## src/rtl/serial_bus_arbiter.sv

```systemverilog
// Two-master serial bus arbiter: round-robin on ties, grant held until done/abort/watchdog,
// followed by one dead turnaround cycle before the next arbitration.
module serial_bus_arbiter #(
    parameter int unsigned TIMEOUT_CYCLES = 4096,
    parameter int unsigned CNT_WIDTH      = 13
) (
    input  logic       clk,
    input  logic       reset,
    input  logic [1:0] req,
    input  logic       bus_done,
    output logic [1:0] grant,
    output logic       grant_owner,
    output logic       bus_busy,
    output logic       timeout_err
);

    localparam logic [CNT_WIDTH-1:0] WdogLast = CNT_WIDTH'(TIMEOUT_CYCLES - 1);

    typedef enum logic [1:0] {
        StIdle,
        StGrant,
        StRelease
    } state_e;

    state_e               state_q, state_d;
    logic [1:0]           grant_q, grant_d;
    logic                 owner_q, owner_d;
    logic                 busy_q, busy_d;
    logic                 timeout_q, timeout_d;
    logic [CNT_WIDTH-1:0] wdog_q, wdog_d;
    logic                 last_q, last_d;
    logic                 sel;
    logic                 owner_req;

    assign owner_req = req[owner_q];

    always_comb begin
        state_d   = state_q;
        grant_d   = grant_q;
        owner_d   = owner_q;
        busy_d    = busy_q;
        timeout_d = 1'b0;
        wdog_d    = wdog_q;
        last_d    = last_q;
        sel       = 1'b0;

        case (state_q)
            StIdle: begin
                if (req != 2'b00) begin
                    // On a tie the master that did not own the bus last goes first.
                    sel     = (req == 2'b11) ? ~last_q : req[1];
                    grant_d = sel ? 2'b10 : 2'b01;
                    owner_d = sel;
                    busy_d  = 1'b1;
                    wdog_d  = '0;
                    state_d = StGrant;
                end
            end
            StGrant: begin
                if (bus_done || !owner_req || (wdog_q == WdogLast)) begin
                    // Only a pure watchdog expiry flags an error; done and abort win over it.
                    timeout_d = !bus_done && owner_req;
                    grant_d   = 2'b00;
                    busy_d    = 1'b0;
                    last_d    = owner_q;
                    state_d   = StRelease;
                end else begin
                    wdog_d = wdog_q + 1'b1;
                end
            end
            StRelease: begin
                state_d = StIdle;
            end
            default: begin
                state_d = StIdle;
                grant_d = 2'b00;
                busy_d  = 1'b0;
            end
        endcase
    end

    always_ff @(posedge clk) begin
        if (reset) begin
            state_q   <= StIdle;
            grant_q   <= 2'b00;
            owner_q   <= 1'b0;
            busy_q    <= 1'b0;
            timeout_q <= 1'b0;
            wdog_q    <= '0;
            last_q    <= 1'b1;
        end else begin
            state_q   <= state_d;
            grant_q   <= grant_d;
            owner_q   <= owner_d;
            busy_q    <= busy_d;
            timeout_q <= timeout_d;
            wdog_q    <= wdog_d;
            last_q    <= last_d;
        end
    end

    assign grant       = grant_q;
    assign grant_owner = owner_q;
    assign bus_busy    = busy_q;
    assign timeout_err = timeout_q;

endmodule
```

## config.mk

```make
export PLATFORM = sky130hd
export DESIGN_NAME = serial_bus_arbiter
export DESIGN_NICKNAME = d
export VERILOG_FILES = /design/src/rtl/serial_bus_arbiter.sv
export SDC_FILE = /design/constraint.sdc
export NUM_CORES = 1
export LEC_CHECK = 0
export CAP_MARGIN = 20
export CELL_PAD_IN_SITES_DETAIL_PLACEMENT = 1
export CELL_PAD_IN_SITES_GLOBAL_PLACEMENT = 2
export CORE_MARGIN = 5
export CORE_UTILIZATION = 36
export DETAILED_ROUTE_END_ITERATION = 12
export PLACE_DENSITY = 0.91
export SLEW_MARGIN = 15
export SYNTH_ARGS = -nofsm -noshare
export SYNTH_HDL_FRONTEND = slang
export SYNTH_SLANG_ARGS = --single-unit
```

## constraint.sdc

```tcl
create_clock -name clk -period 4.81 [get_ports clk]
set_input_delay 0.962 -clock clk [delete_from_list [all_inputs] [get_ports clk]]
set_output_delay 0.962 -clock clk [all_outputs]
set_load 0.01 [all_outputs]
```

# Word level (Yosys, flattened, before mapping)
# Cells that the tools add are included.
[word_totals] ff_bits=21 in_bits=5 out_inout_bits=5 word_cells=50
[classes] add_sub_neg=1 order_cmp=1 n_eq_ne=7 n_mux=16 n_bitwise=4 reduce_logical=14
[op_table] op="2-to-1 mux 13 bit" n=2
[op_table] op="one-hot mux 13 bit (2 select lines)" n=1
[op_table] op="adder 13 x 1 -> 13 bit, second input constant" n=1
[op_table] op="== test 13 x 12 -> 1 bit, second input constant" n=1
[op_table] op="2-to-1 mux 2 bit" n=5
[op_table] op="!= test 2 bit, second input constant" n=3
[op_table] op="one-hot mux 2 bit (3 select lines)" n=1
[op_table] op="AND reduction 2 bit" n=3
[op_table] op="AND reduction 3 bit" n=2
[op_table] op="2-to-1 mux 1 bit" n=5
[op_table] op="== test 2 bit, second input constant" n=2
[op_table] op="inverter 1 bit" n=4
[op_table] op="one-hot mux 2 bit (2 select lines)" n=1
[op_table] op="nonzero test 2 bit" n=2
[op_table] op="one-hot mux 1 bit (3 select lines)" n=1
[op_table] op="OR reduction 3 bit" n=1
[op_table] op="== test 2 x 1 -> 1 bit, second input constant" n=1
[op_table] op="logical NOT 1 bit" n=2
[op_table] op="logical NOT 2 bit" n=1
[op_table] op="logical OR 1 bit" n=2
[op_table] op="less-than comparator 1 x 2 -> 1 bit, second input constant" n=1
[op_table] op="logical AND 1 bit" n=1

# Depth between registers and ports, before layout
# Gate-level depths: netlist (run 1).
[logic_depth] word_depth=7 ltp_mapped=6 depth_no_buf=5

# Least setup slack after synthesis (run 1)
# No wires, ideal clock.
[synth_path] path_kind="input-to-reg" start="input req[1]" end="register wdog_q[6]" setup_ns=0.070 arrival_time_ns=2.152 required_ns=4.740 path_slack_ns=2.587 stages=5 n_path_buf=1 path_cell_list="mux2i_1 -> or3_1 -> buf_2 -> or4_1 -> a21oi_1"
[synth_via] elab_chain_len=7 word_cells_on_any_way=9
[synth_lines] item="from (decl)" line_no="9" text="input logic [1:0] req,"
[synth_lines] item="2-to-1 mux 1 bit (not written as such) (2 in series)" line_no="35" text="assign owner_req = req[owner_q];"
[synth_lines] item="logical NOT 1 bit" line_no="60" text="if (bus_done || !owner_req || (wdog_q == WdogLast)) begin"
[synth_lines] item="logical OR 1 bit (2 in series)" line_no="60"
[synth_lines] item="!= test 2 bit (no source line)"
[synth_lines] item="AND reduction 3 bit (no source line) *"
[synth_lines] item="to (signal assigned)" line_no="97" text="wdog_q <= wdog_d;"
[synth_lines] item="to (decl)" line_no="30" text="logic [CNT_WIDTH-1:0] wdog_q, wdog_d;"
# Every way passes the cells marked *; elsewhere a longest branch is shown, timed or not. The select of a mux whose other input is x is not followed.
# A chain may end at the register's enable or synchronous reset.

# Worst setup path in the final report (run 1)
# Ends and elaborated chain as after synthesis.

==> results of run 1 <==
area by class of cell:
| cell class | count | area (µm²) |
|---|---|---|
| timing repair buffer | 10 | 97.6 |
| inverter | 2 | 7.51 |
| tap | 33 | 41.3 |
| clock buffer | 3 | 22.5 |
| multi-input combinational | 101 | 627 |
| sequential | 21 | 420 |
| clock inverter | 1 | 7.51 |
| fill | 373 | 1750 |
sequential cells by signal, summed over array words and instances, names as in the netlist:
name / flops
state_q: 2
timeout_err: 1
grant_owner: 1
last_q: 1
bus_busy: 1
wdog_q: 13
grant: 2
logic make-up (layout without fill, tap and decap cells):
family                   after synthesis  count (layout)  share of synthesized area [%]
AND/OR/NAND/NOR                       64              64                           33.0
AO/OA/AOI/OAI                         33              33                           20.9
flip-flops                            21              21                           38.8
buffers and inverters                  9              16                           3.35
multiplexers                           3               3                           2.77
adder cells (fa/ha/maj)                1               1                           1.15
synth_stat cells, drive strengths merged:
master / n
dfxtp: 21
nand3: 10
nand2: 9
nor2: 9
o211ai: 9
a21oi: 7
a31oi: 6
nand4: 6
nor3: 6
clkbuf: 5
or3: 5
or4: 5
mux2i: 3
nand2b: 3
nor2b: 3
o21ai: 3
a32oi: 2
and4: 2
buf: 2
inv: 2
nor4: 2
a221oi: 1
a2bb2oi: 1
a311oi: 1
and3: 1
ha: 1
nand4b: 1
o311ai: 1
o31ai: 1
o41a: 1
or2: 1
or3b: 1
critical path, delay by kind of cell:
kind	cells	cell delay (ps)
and+or+nand+nor	2	1200
AOI/OAI and AO/OA	1	140
buffers and inverters	1	560
muxes	1	200
report_power, final:
part / switching [mW] / total (mW) / internal, mW
clock network: 0.0621 / 0.0939 / 0.0318
registers: 0.00498 / 0.185 / 0.180
logic: 0.0304 / 0.0508 / 0.0204
path summary, 6_finish.rpt:
path | from | to | slack, ps | depth (start not counted)
max | req[1] | wdog_q[6]$_SDFFE_PP0P_ | 1990 | 5
min | wdog_q[7]$_SDFFE_PP0P_ | wdog_q[7]$_SDFFE_PP0P_ | 500 | 2
max reg2reg | grant_owner$_SDFFE_PP0P_ | wdog_q[5]$_SDFFE_PP0P_ | 2740 | 4
min reg2reg | wdog_q[7]$_SDFFE_PP0P_ | wdog_q[7]$_SDFFE_PP0P_ | 500 | 2
cells in the final DEF (no fill, tap or decap), types with 6 or more instances in the layout:
| cell type | instances |
|---|---|
| dfxtp_1 | 21 |
| o211ai_1 | 9 |
| a21oi_1 | 7 |
| clkdlybuf4s50_1 | 9 |
| nor3_1 | 6 |
| nand4_1 | 6 |
| nor2_1 | 9 |
| nand3_1 | 10 |
| a31oi_1 | 6 |
| nand2_1 | 9 |
layer usage:
layer  vias to the layer above  share of wire [%]  global-route usage, %
met5                         -                  0                      0
met4                         0                1.3                   3.17
met3                         6                3.4                   4.51
met2                        15                 48                   27.5
met1                       504                 47                   17.6
li1                        522                  -                      -
==> impl_metrics.json, run 1 <==
{
  "path_cells": "clkdlybuf4s50_1 -> mux2i_1 -> or3_1 -> or4_1 -> a21oi_1",
  "antenna_left": 0,
  "clock_path_buffers": 2,
  "core_mm2": 0.00298,
  "num_antenna_cells": 0,
  "cp.arrival_ps": 3070,
  "cp.required_ps": 5060,
  "p_per_area_mw_per_mm2": 270,
  "port_buffers": 9,
  "fin_ws_ps": 1990,
  "synth-seq-area-share_pct": 38.8,
  "synth_largest_area_cell": "dfxtp_1",
  "cts_tree": "yes",
  "layout.nets": 145,
  "drt_wl_total_mm": 2.90,
  "die_y_um": 64.9,
  "worst_slew_pin_slew_ps": 818,
  "hpwl_mm": 2.08,
  "area_delta_synth_final_pct": 12.9,
  "vias": 1047,
  "slew_headroom_pct": 45.3,
  "netlist_instances": 131,
  "drc": 0,
  "ys_warn_count": 0,
  "fin_tns_setup_ps": 0,
  "synthTopCellsByArea": "dfxtp_1 (39%), o211ai_1 (6.2%), nand3_1 (4.6%), a31oi_1 (3.5%), nand4_1 (3.5%)",
  "cts_made_buffers": 3,
  "finalSetupViolCount": 0,
  "ioPinCount": 10,
  "slowest_stage": "or3_1",
  "finalPower_mw": 0.330,
  "slew_violations": 0,
  "min_period_over_period_pct": 58.6,
  "synth_fp_nets": 137,
  "first_pass_iters": 4,
  "place.gp.congestion": 0.801,
  "cts_hold_buf": 0,
  "rsz0062_at_grt": "false",
  "clock_latency_ps": 320,
  "max_freq_ghz": 0.355,
  "via_per_inst": 6.12,
  "drt_iter0_drc": 61,
  "layout.cells.non_filler": 171,
  "post_cts_buffers": 0,
  "status": "complete, no violations",
  "pre_cts_ws_ps": 1670,
  "critPathKind": "input pin to flop",
  "grt_pass1_vias": 1116,
  "maxCapViolCount": 0,
  "drive_gt1_share_pct": 5.80,
  "fp-row-count": 20,
  "dpl-instance-area_mm2": 0.00119,
  "dp.cells": 167,
  "synth_seq_cells": 21,
  "clock_sinks": 21,
  "cpPeakStageDelay_ps": 610,
  "antenna_found_initial": 0,
  "synth_area_mm2": 0.00108,
  "timing.hold.ws_ps": 504,
  "irDropWorstVdd_mv": 0.138,
  "utilization_pct": 41.1,
  "hp-class": "flop to flop",
  "cts_htree_levels": 1,
  "synth.avg_cell_area_um2": 8.27,
  "cts_resized": 0,
  "die-area_mm2": 0.00421,
  "cp-start-kind": "input pin",
  "initial_utilization_pct": 36.4,
  "grt_pass1_wl_mm": 5.06,
  "clockRootBuffer": "clkbuf_4",
  "grt.overflow.total": 0,
  "synth.distinct_cells": 33,
  "die_x_um": 64.9,
  "end_kind": "flop",
  "finalHoldViolations": 0,
  "grt_util_all_layers_pct": 15.2,
  "p_leak_nw": 0.371,
  "cp_max_fo": 19,
  "clk_pin_slew_ps": 130,
  "synth_top_area_share_pct": 38.8,
  "min_period_ps": 2820,
  "fin_worst_skew_ps": 7.14,
  "wl_per_cell_um": 16.9,
  "post-route-cell-area_mm2": 0.00122,
  "grt_max_degree": 23
}
Power figures use the tool's default switching activity.
==> run 2, diff against run 1 <==
CORE_UTILIZATION = 33   (was 36)
PLACE_DENSITY = 0.85   (was 0.91)
clock period = 2.7 ns   (was 4.81 ns; I/O delays follow)
==> impl_metrics.json, run 2 (synthesis gave the netlist of run 1 again) <==
{
  "status": "complete, no violations",
  "irDropWorstVdd_mv": 0.277,
  "crit_buf_inv": 2,
  "drive_gt1_share_pct": 7.75,
  "slew_violations": 0,
  "layout_common_cells": "dfxtp_1 (21), nand3_1 (10)",
  "cp.arrival_ps": 2420,
  "hold_start": "wdog_q[7]$_SDFFE_PP0P_",
  "clock_sinks": 21,
  "clk_pin_slew_ps": 120,
  "cp-start-kind": "input pin",
  "finalHoldViolations": 0,
  "grt.overflow.total": 0,
  "p_leak_nw": 0.391,
  "drc": 0,
  "antenna_left": 0,
  "die_y_um": 67.3,
  "ioPinCount": 10,
  "min_period_over_period_pct": 80.6,
  "cts_resized": 0,
  "fin_tns_setup_ps": 0,
  "path_delay_family": "simple AND/OR/NAND/NOR gates",
  "clock_path_buffers": 2,
  "critPathMostFrequentCell": "or3_1",
  "worst_slew_pin_slew_ps": 667,
  "path_depth": 6,
  "cts_made_buffers": 3,
  "slowest_stage": "clkdlybuf4s50_1",
  "reg2reg_depth": 6,
  "cpPeakStageDelay_ps": 560,
  "die-area_mm2": 0.00453,
  "maxCapViolCount": 0,
  "p_seq_share_pct": 56.7,
  "clock_power_share_pct": 26.7,
  "cp.required_ps": 2950,
  "post_cts_buffers": 0,
  "p_comb_share_pct": 16.6,
  "slew_headroom_pct": 55.4,
  "largest_reg_flops": 13,
  "path_cells": "clkdlybuf4s50_1 -> mux2i_1 -> or3_1 -> buf_4 -> or3_1 -> a31oi_1",
  "timing.rr.start": "wdog_q[1]$_SDFFE_PP0P_",
  "drt_iter0_drc": 37,
  "fin_ws_ps": 523,
  "max_freq_ghz": 0.459,
  "hp-class": "flop to flop",
  "area_delta_synth_final_pct": 16.6,
  "end_kind": "flop",
  "p_per_area_mw_per_mm2": 461,
  "layout_commonest_cell": "dfxtp_1",
  "vias": 1078,
  "clockRootBuffer": "clkbuf_4",
  "rsz0062_at_grt": "false",
  "min_period_ps": 2180,
  "antenna_found_initial": 0,
  "place.gp.congestion": 0.886,
  "wl_per_cell_um": 15.8,
  "core_mm2": 0.00310,
  "cp_max_fo": 11,
  "initial_utilization_pct": 34.9,
  "p_int_mw": 0.420,
  "die_x_um": 67.3,
  "grt_max_degree": 16,
  "power_switching_mw": 0.163,
  "switching_share_pct": 27.9,
  "hold_depth": 2,
  "drt_wl_total_mm": 2.94,
  "cts_hold_buf": 0,
  "top_register": "wdog_q",
  "fin_worst_skew_ps": 7.52,
  "via_per_inst": 5.80,
  "clock_latency_ps": 300,
  "grt_util_all_layers_pct": 14.2,
  "pre_cts_ws_ps": 206,
  "cts_tree": "yes",
  "first_pass_iters": 4,
  "cts_htree_levels": 1,
  "grt_pass1_vias": 1105,
  "layout.nets": 149,
  "hpwl_mm": 2.21,
  "fp-row-count": 20,
  "critPathKind": "input pin to flop",
  "crit_start": "req[1]",
  "grt_pass1_wl_mm": 5.03,
  "num_antenna_cells": 0,
  "finalSetupViolCount": 0,
  "port_buffers": 9
}
run 2: cell count changes in the layout (fill, tap and decap cells not counted), sizes merged:
cell	change
clkinvlp	-1
buf	+4
clkbuf	+1
run 2: through the flow:
stage | hold slack [ps] | util [%] | total power, mW | instances | area, µm²
2_1_floorplan | 455 | - | 0.392 | 131 | 1080
3_3_place_gp | 475 | 39.9 | 0.432 | 182 | 1240
3_5_place_dp | 490 | 39.9 | 0.434 | 182 | 1240
4_1_cts | 506 | 40.7 | 0.591 | 186 | 1260
5_1_grt | 551 | 40.7 | 0.611 | 186 | 1260
6_report | 502 | 40.7 | 0.583 | 186 | 1260
run 2: power by group through the flow:
stage	Combinational, mW	Clock (mW)	Sequential (mW)
2_1_floorplan	0.0539	0	0.338
5_1_grt	0.108	0.171	0.332
3_5_place_dp	0.0974	0	0.337
4_1_cts	0.0978	0.163	0.330
6_report	0.0968	0.156	0.330
3_3_place_gp	0.0957	0	0.336
run 2: final timing paths:
check | end | slack [ps]
setup / recovery | wdog_q[3]$_SDFFE_PP0P_ | 520
hold / removal | wdog_q[7]$_SDFFE_PP0P_ | 500
setup reg to reg | wdog_q[2]$_SDFFE_PP0P_ | 740
hold reg to reg | wdog_q[7]$_SDFFE_PP0P_ | 500
run 2: tightest hold or removal path, stage by stage, from the launching register on:
cell and delay, ps:
dfxtp_1 350, nand2_1 60, mux2i_1 60
run 2: area by class of cell:
type	instances	area, µm²
clock buffer	4	26.3
fill	391	1840
inverter	2	7.51
multi-input combinational	101	627
sequential	21	420
tap	44	55.1
timing repair buffer	14	128
run 2: routing by layer:
metal	GRT usage [%]	share of wire, %	vias to the layer above
li1	-	-	536
met1	19.4	52	531
met2	23.9	46	9
met3	2.00	2.0	2
met4	2.28	0.27	0
met5	0	0	-
==> run 3, diff against run 2 <==
clock period = 2.2 ns   (was 2.7 ns; I/O delays follow)
==> impl_metrics.json, run 3 (synthesis gave the netlist of run 1 again) <==
{
  "status": "complete, no violations",
  "drt_wl_total_mm": 2.97,
  "port_buffers": 9,
  "area_delta_synth_final_pct": 21.6,
  "critPathMostFrequentCell": "or3_1",
  "n_fill_cell": 401,
  "slew_headroom_pct": 69.6,
  "core_mm2": 0.00310,
  "min_period_ps": 1970,
  "grt.overflow.total": 0,
  "antenna_left": 0,
  "top_register": "wdog_q",
  "die_y_um": 67.3,
  "first_pass_iters": 4,
  "wl_met2_mm": 1.41,
  "grt_pass1_vias": 1112,
  "fp-row-count": 20,
  "place.gp.congestion": 0.858,
  "clockRootBuffer": "clkbuf_4",
  "max_freq_ghz": 0.507,
  "cp_max_fo": 10,
  "cp.arrival_ps": 2230,
  "p_per_area_mw_per_mm2": 556,
  "cts_htree_levels": 1,
  "path_cells": "clkdlybuf4s50_1 -> mux2i_1 -> or3_1 -> buf_4 -> or3_1 -> a31oi_1",
  "clk_pin_slew_ps": 130,
  "cts_made_buffers": 3,
  "path_delay_family": "simple AND/OR/NAND/NOR gates",
  "post-route-cell-area_mm2": 0.00132,
  "via_per_inst": 5.75,
  "finalHoldViolations": 0,
  "layout_common_cells": "dfxtp_1 (21), buf_4 (12), nand3_1 (10)",
  "hp-class": "flop to flop",
  "ioPinCount": 10,
  "grt_max_degree": 14,
  "cts_resized": 0,
  "p_leak_nw": 0.427,
  "antenna_found_initial": 0,
  "drt_iter0_drc": 82,
  "largest_reg_flops": 13,
  "grt_util_all_layers_pct": 15.5,
  "hpwl_mm": 2.26,
  "wl_per_cell_um": 15.4,
  "worst_slew_pin_slew_ps": 455,
  "cpPeakStageDelay_ps": 500,
  "drc": 0,
  "wl_met1_mm": 1.44,
  "cp.required_ps": 2450,
  "maxCapViolCount": 0,
  "cp-start-kind": "input pin",
  "drive_gt1_share_pct": 12.8,
  "top_layer": "met4",
  "clock_latency_ps": 320,
  "layout.nets": 156,
  "irDropWorstVdd_mv": 0.274,
  "die-area_mm2": 0.00453,
  "dp.cells": 189,
  "end_kind": "flop",
  "rsz0062_at_grt": "false",
  "cts_tree": "yes",
  "met3WireLength_um": 92,
  "clock_path_buffers": 2,
  "critPathKind": "input pin to flop",
  "initial_utilization_pct": 34.9,
  "slowest_stage": "clkdlybuf4s50_1",
  "crit_buf_inv": 2,
  "grt_pass1_wl_mm": 5.39,
  "dpl-instance-area_mm2": 0.00129,
  "cts_hold_buf": 0,
  "clock_sinks": 21,
  "layout_commonest_cell": "dfxtp_1",
  "post_cts_buffers": 0,
  "fin_worst_skew_ps": 7.01,
  "min_period_over_period_pct": 89.6,
  "slew_violations": 0,
  "num_antenna_cells": 0,
  "timing.hold.ws_ps": 510,
  "die_x_um": 67.3,
  "vias": 1110,
  "utilization_pct": 42.5,
  "layout.cells.non_filler": 193,
  "finalSetupViolCount": 0
}
[run 3: cell count changes in the layout (fill, tap and decap cells not counted), sizes merged]
cell,delta
buf,+7
clkbuf,-1
clkinv,+1
[run 3: final timing paths]
kind                     startpoint  slack, ps                     end  cells after the start
max                          req[0]        230  wdog_q[3]$_SDFFE_PP0P_                      6
min          wdog_q[7]$_SDFFE_PP0P_        510  wdog_q[7]$_SDFFE_PP0P_                      2
max reg2reg  wdog_q[0]$_SDFFE_PP0P_        320  wdog_q[7]$_SDFFE_PP0P_                      5
min reg2reg  wdog_q[7]$_SDFFE_PP0P_        510  wdog_q[7]$_SDFFE_PP0P_                      2
[run 3: worst min-delay path: cells and delay by family, from the launching register on]
kind | cells | cell delay (ps)
flops | 1 | 360
mux | 1 | 60
simple gates | 1 | 60
[run 3: final cells by class]
type	count	area [µm²]	area share [%]
Clock buffer	3	22.5	1.71
Tap cell	44	55.1	4.18
Timing Repair Buffer	21	180	13.7
Inverter	2	7.51	0.570
Multi-Input combinational cell	101	627	47.6
Sequential cell	21	420	31.9
Clock inverter	1	5.00	0.380
[run 3: per-stage QoR]
stage,total power [mW],setup slack (ps),TNS [ps]
floorplan,0.481,485,0
global placement,0.539,-37.1,-61.6
detailed placement,0.542,-82.3,-275
CTS,0.743,253,0
global route,0.774,98.5,0
finish,0.733,229,0
[run 3: per-layer routing]
metal / GRT usage (%) / vias up
li1: - / 549
met4: 3.54 / 0
met5: 0 / -
met3: 4.66 / 5
met1: 20.1 / 546
met2: 25.3 / 10
[run 3: report_power, final]
part	switching [mW]	internal [mW]	leakage (nW)
registers	0.0109	0.394	0.171
clock network	0.132	0.0681	0.0177
logic	0.0689	0.0595	0.239
total	0.211	0.521	0.427
